===== src/rtl/muldiv_unit.sv =====
// muldiv_unit: iterative RV32M multiply/divide unit with registered register-file write-back.
module muldiv_unit #(
    parameter int DATA_WIDTH = 32,
    parameter int ADDR_WIDTH = 5
) (
    input  logic                  clk,
    input  logic                  reset,
    input  logic                  start,
    input  logic [2:0]            funct3,
    input  logic [DATA_WIDTH-1:0] rs1_val,
    input  logic [DATA_WIDTH-1:0] rs2_val,
    input  logic [ADDR_WIDTH-1:0] rd_addr,
    output logic                  busy,
    output logic                  wb_we,
    output logic [ADDR_WIDTH-1:0] wb_addr,
    output logic [DATA_WIDTH-1:0] wb_data
);
    localparam int W  = DATA_WIDTH;
    localparam int CW = $clog2(DATA_WIDTH);
    localparam logic [1:0] IDLE = 2'd0, CALC = 2'd1, DONE = 2'd2;
    localparam logic [W-1:0] MIN_NEG = {1'b1, {(W-1){1'b0}}};
    localparam logic [W-1:0] ONES = {W{1'b1}};

    logic [1:0]            state_q, state_d;
    logic [CW-1:0]         cnt_q, cnt_d;
    logic [2:0]            op_q, op_d;
    logic [ADDR_WIDTH-1:0] rd_q, rd_d;
    logic                  neg_q, neg_d;
    logic [W-1:0]          a_q, a_d, b_q, b_d, rem_q, rem_d;
    logic [2*W-1:0]        acc_q, acc_d;
    logic                  wb_we_q, wb_we_d;
    logic [ADDR_WIDTH-1:0] wb_addr_q, wb_addr_d;
    logic [W-1:0]          wb_data_q, wb_data_d;

    logic          sa, sb, div0, ovf, special;
    logic [W-1:0]  mag_a, mag_b, quo, rmd, result;
    logic [W:0]    mul_sum, div_sh, div_diff;
    logic [2*W-1:0] prod;

    always_comb begin
        sa       = rs1_val[W-1] & (funct3 == 3'd1 | funct3 == 3'd2 | funct3 == 3'd4 | funct3 == 3'd6);
        sb       = rs2_val[W-1] & (funct3 == 3'd1 | funct3 == 3'd4 | funct3 == 3'd6);
        mag_a    = sa ? -rs1_val : rs1_val;
        mag_b    = sb ? -rs2_val : rs2_val;
        div0     = funct3[2] & (rs2_val == '0);
        ovf      = (funct3 == 3'd4 | funct3 == 3'd6) & (rs1_val == MIN_NEG) & (rs2_val == ONES);
        special  = div0 | ovf;
        mul_sum  = {1'b0, acc_q[2*W-1:W]} + (acc_q[0] ? {1'b0, a_q} : '0);
        div_sh   = {rem_q, acc_q[W-1]};
        div_diff = div_sh - {1'b0, b_q};
        prod     = neg_q ? -acc_q : acc_q;
        quo      = neg_q ? -acc_q[W-1:0] : acc_q[W-1:0];
        rmd      = neg_q ? -rem_q : rem_q;
        result   = op_q[2] ? (op_q[1] ? rmd : quo) : (op_q == 3'd0 ? prod[W-1:0] : prod[2*W-1:W]);
    end

    always_comb begin
        state_d   = state_q;
        cnt_d     = cnt_q;
        op_d      = op_q;
        rd_d      = rd_q;
        neg_d     = neg_q;
        a_d       = a_q;
        b_d       = b_q;
        rem_d     = rem_q;
        acc_d     = acc_q;
        wb_we_d   = 1'b0;
        wb_addr_d = wb_addr_q;
        wb_data_d = wb_data_q;
        case (state_q)
            IDLE: if (start) begin
                op_d    = funct3;
                rd_d    = rd_addr;
                // special cases preload the final quotient/remainder so DONE needs no extra path
                neg_d   = special ? 1'b0 : (funct3 == 3'd6 ? sa : sa ^ sb);
                a_d     = mag_a;
                b_d     = mag_b;
                cnt_d   = '0;
                rem_d   = div0 ? rs1_val : '0;
                acc_d   = special ? {{W{1'b0}}, div0 ? ONES : MIN_NEG}
                                  : {{W{1'b0}}, funct3[2] ? mag_a : mag_b};
                state_d = special ? DONE : CALC;
            end
            CALC: begin
                acc_d   = op_q[2] ? {{W{1'b0}}, acc_q[W-2:0], ~div_diff[W]} : {mul_sum, acc_q[W-1:1]};
                rem_d   = op_q[2] ? (div_diff[W] ? div_sh[W-1:0] : div_diff[W-1:0]) : rem_q;
                cnt_d   = cnt_q + CW'(1);
                state_d = (cnt_q == CW'(W-1)) ? DONE : CALC;
            end
            DONE: begin
                wb_we_d   = rd_q != '0;
                wb_addr_d = rd_q;
                wb_data_d = result;
                state_d   = IDLE;
            end
            default: state_d = IDLE;
        endcase
    end

    always_ff @(posedge clk or posedge reset) begin
        if (reset) begin
            state_q   <= IDLE;
            cnt_q     <= '0;
            op_q      <= '0;
            rd_q      <= '0;
            neg_q     <= 1'b0;
            a_q       <= '0;
            b_q       <= '0;
            rem_q     <= '0;
            acc_q     <= '0;
            wb_we_q   <= 1'b0;
            wb_addr_q <= '0;
            wb_data_q <= '0;
        end else begin
            state_q   <= state_d;
            cnt_q     <= cnt_d;
            op_q      <= op_d;
            rd_q      <= rd_d;
            neg_q     <= neg_d;
            a_q       <= a_d;
            b_q       <= b_d;
            rem_q     <= rem_d;
            acc_q     <= acc_d;
            wb_we_q   <= wb_we_d;
            wb_addr_q <= wb_addr_d;
            wb_data_q <= wb_data_d;
        end
    end

    assign busy    = state_q != IDLE;
    assign wb_we   = wb_we_q;
    assign wb_addr = wb_addr_q;
    assign wb_data = wb_data_q;
endmodule


===== config.mk =====
export PLATFORM = sky130hd
export DESIGN_NAME = muldiv_unit
export DESIGN_NICKNAME = d
export VERILOG_FILES = /design/src/rtl/muldiv_unit.sv
export SDC_FILE = /design/constraint.sdc
export NUM_CORES = 1
export LEC_CHECK = 0
export ABC_AREA = 0
export CORE_ASPECT_RATIO = 0.75
export CORE_MARGIN = 2
export CORE_UTILIZATION = 66
export CTS_BUF_LIST = sky130_fd_sc_hd__clkbuf_16
export CTS_CLUSTER_DIAMETER = 40
export CTS_CLUSTER_SIZE = 16
export DETAILED_ROUTE_END_ITERATION = 7
export HOLD_SLACK_MARGIN = 0.02
export MAX_ROUTING_LAYER = met4
export PLACE_DENSITY = 0.95
export SLEW_MARGIN = 25
export SYNTH_ARGS = -nofsm -noshare
export SYNTH_HDL_FRONTEND = slang
export SYNTH_SLANG_ARGS = --single-unit
export TNS_END_PERCENT = 20

===== constraint.sdc =====
create_clock -name clk -period 22.4 [get_ports clk]
set_input_delay 4.48 -clock clk [delete_from_list [all_inputs] [get_ports clk]]
set_output_delay 4.48 -clock clk [all_outputs]
set_load 0.005 [all_outputs]

==> impl_summary.log <==
INFO  metric detailed_place_hpwl = 47530 µm
INFO  metric root_buffer_master = clkbuf_16
INFO  metric postSynthNetCount = 2271
INFO  metric synth_top_cell_area_share = 31.39%
INFO  metric cpMostUsedCell = or4_4
INFO  metric final.setup_skew = 0.01893 ns
INFO  metric cts_hold_buf = 0
INFO  metric timing.final.setup_violations = 0
INFO  metric synthTopCellsByArea = dfrtp_1, xnor2_1, nand2_1
INFO  metric place_congestion = 1.080
INFO  metric largest_net_degree_at_the_start_of_global_routing = 133
INFO  metric max_cap_viol_count = 0
INFO  metric synth.yosys.seq_area_share = 31.39%
INFO  metric wl_per_cell = 25.32 µm
INFO  metric cts_buffers = 29
INFO  metric n_fill_cell = 1841
INFO  metric syn_to_final_growth = 13.09%
INFO  metric finalWirelength = 63830 µm
INFO  metric max-clock-path-buffers = 3
INFO  metric clock_sink_count = 214
INFO  metric drt-initial-drc-count = 2845
INFO  metric multi_input_area = 0.01101 mm²
INFO  metric worst_ep_arrival_time = 8.16 ns
INFO  metric critical_path_class = in -> reg
INFO  metric postLayoutCoreUtil = 76.73%
INFO  metric post_layout_nonfiller_instances = 2521
INFO  metric cp-start-kind = input port
INFO  metric ant_nets = 0
INFO  metric ctsResizeCount = 0
INFO  metric final_period_minus_worst_setup_slack = 7.694 ns
INFO  metric tns = 0 ns
INFO  metric vias = 17890
INFO  metric cellLeakagePower = 8.248 nW
INFO  metric groute.usage.overall = 48.38%
INFO  metric cp_max_stage_cell = clkdlybuf4s50_1
INFO  metric die_width = 189.7 µm
INFO  metric portBuffers = 113
INFO  metric clkTransAtPathRegs = 0.06 ns
INFO  metric power_per_cell_area = 170.2 mW/mm²
INFO  metric globalRoute.totalOverflow = 0
INFO  metric status = complete, but fails checks
INFO  metric synthesis.area_per_instance = 8.037 µm²
INFO  metric crit_family = simple AND/OR/NAND/NOR gates
INFO  metric rsz0062_at_grt = false
INFO  metric yosys_most_used_dff = dfrtp_1
INFO  metric drc = 1
INFO  metric floorplan.die_area = 0.02717 mm²
INFO  metric cts_setup_buffers = 0
INFO  metric vdd_drop_max = 98.96 µV
INFO  metric cts_max_level = 1
INFO  metric sequential_cell_area = 0.005359 mm²
INFO  metric clock_insertion_delay_worst_skew = 0.60 ns
INFO  metric postSynthRegisterBits = 214
INFO  metric synthMostInstantiatedCell = nand2_1
INFO  metric antenna_violations_before_repair = 1
INFO  metric dp_cells = 2466
INFO  metric dieHeight = 143.2 µm
INFO  metric layout_worst_path_cycle_share = 34.35%
INFO  metric worstPathCellList = clkdlybuf4s50_1, inv_1, ha_1, or3b_4, or4_4, or4_4, or3_4, nor4_4, or2_4, a211oi_1, o221ai_1, o21ai_1
INFO  metric ys_async_sr_fraction = 100.0%
INFO  metric num_rows = 50
INFO  metric finalHoldViolations = 0
INFO  metric hold_path.class = reg -> reg
INFO  metric ioPinCount = 114
INFO  metric crit_path_max_incr_delay = 0.51 ns
INFO  metric initial_utilization = 67.85%
INFO  metric timing.critical_path.fanout_max = 6
INFO  metric global_route_wire_length_before_repair = 96590 µm
INFO  metric core = 0.02515 mm²
INFO  metric maxSlewViolCount = 0
INFO  metric critical_path.n_buffers_inverters = 2
INFO  metric worst_slew_margin_rel = 30.37%
INFO  metric tightestPinTransition = 1.036 ns
INFO  metric worst-endpoint-required = 22.86 ns
INFO  metric fin_nets = 2307
INFO  metric timing.fmax = 0.1300 GHz
INFO  metric synth_edf_count = 0
INFO  metric cp-end-kind = flip-flop
INFO  metric synth.cell_area = 0.01706 mm²
INFO  metric layout-drive-gt1-share = 5.866%
INFO  metric synth_cells = 2123
INFO  metric synth_largest_area_cell = dfrtp_1
INFO  metric synth.lib_cells_used.distinct = 80
INFO  metric tritoncts = done
INFO  metric fin_hold_ws = 0.4798 ns
INFO  metric dr.pass1.iters = 8
INFO  metric violations_in_the_final_reports = DRC
INFO  metric grt_pass1_vias = 16350
INFO  metric synth-warning-count = 0
INFO  metric post_synth_most_frequent_cells = nand2_1, dfrtp_1, nor2_1, o21ai_0, a21oi_1
INFO  metric vias_per_cell = 7.096
## placed cells by master (no fill, tap or decap), types with 13 or more instances in the layout
cell type,instances
nand3_1,21
nor4_1,20
mux2i_1,53
nand4_1,19
nor2_1,196
or4_1,17
nor3_1,37
a22o_1,25
mux2_2,20
inv_1,63
a221oi_1,21
or3_1,13
ha_1,71
o22ai_1,19
a211oi_1,16
xor2_1,84
o21ai_0,181
o31ai_1,48
dfrtp_1,211
nand2_1,260
o221ai_1,14
a31oi_1,19
nand2b_1,22
and2_1,39
o41ai_1,20
clkbuf_16,29
clkdlybuf4s50_1,112
xnor2_1,117
a21oi_1,176
buf_4,16
a21o_1,38
## per-layer routing
layer	GRT usage (%)	vias up	routed length, µm
li1	-	7736	-
met2	66.11	1462	25390
met5	-	-	0
met4	19.01	0	3223
met1	65.60	8441	25090
met3	16.74	251	10130
## registers in the layout (all words and copies together), names as in the netlist
signal,cells
a_q,32
neg_q,1
acc_q,64
wb_we,1
state_q,2
cnt_q,5
rem_q,32
op_q,3
wb_addr,5
b_q,32
wb_data,32
rd_q,5
## stage by stage
stage	setup slack [ns]	instance area, µm²	total power [mW]
after floorplan	12.07	17060	2.111
after global placement	14.36	18290	2.629
after detailed placement	14.23	18290	2.684
after CTS	14.81	19280	3.166
after global routing	14.63	19300	3.439
final	14.71	19300	3.284
## kinds of logic (layout without fill, tap and decap cells)
family / count (synthesis) / after routing / synth area share, %
other cells: 0 / 1 / 0
buf+inv: 189 / 248 / 4.304
xor+xnor: 201 / 201 / 10.32
fa+ha+maj: 73 / 73 / 5.441
flops: 214 / 214 / 31.39
compound gates: 667 / 667 / 24.74
simple gates: 706 / 706 / 19.38
mux: 73 / 73 / 4.429
## worst register-to-register path: cells and delay by family (launching register included)
| family | cells | cell delay (ns) |
|---|---|---|
| buf+inv | 2 | 0.62 |
| fa+ha+maj | 2 | 0.67 |
| flops | 1 | 0.60 |
| mux | 1 | 0.48 |
| compound gates | 6 | 2.30 |
| simple gates | 2 | 0.29 |
## cell type report
type / count / share of cell area (%)
Sequential cell: 214 / 27.77
Multi-Input combinational cell: 1720 / 57.07
Timing Repair Buffer: 130 / 6.517
Inverter: 64 / 1.310
Clock inverter: 25 / 1.362
Tap cell: 338 / 2.192
Antenna cell: 1 / 0.01297
Clock buffer: 29 / 3.761
## power breakdown
| part | total [mW] | switching (mW) | internal (mW) |
|---|---|---|---|
| logic | 2.02 | 1.24 | 0.780 |
| clock network | 0.470 | 0.219 | 0.251 |
| registers | 0.791 | 0.253 | 0.538 |
| total | 3.28 | 1.71 | 1.57 |
## worst paths after layout
kind,from,endpoint,slack [ns],cells after the start
worst max-delay path,rs1_val[0],acc_q[1]$_DFFE_PP0P_,14.71,12
worst min-delay path,wb_data[1]$_DFFE_PP0P_,wb_data[1]$_DFFE_PP0P_,0.48,2
worst max register to register,acc_q[31]$_DFFE_PP0P_,rem_q[15]$_DFFE_PP0P_,17.31,13
worst min register to register,wb_data[1]$_DFFE_PP0P_,wb_data[1]$_DFFE_PP0P_,0.48,2
max in group asynchronous,reset,acc_q[0]$_DFFE_PP0P_,16.65,3
min in group asynchronous,reset,rem_q[13]$_DFFE_PP0P_,4.40,2
No activity file was read; power rests on OpenSTA's default activity.
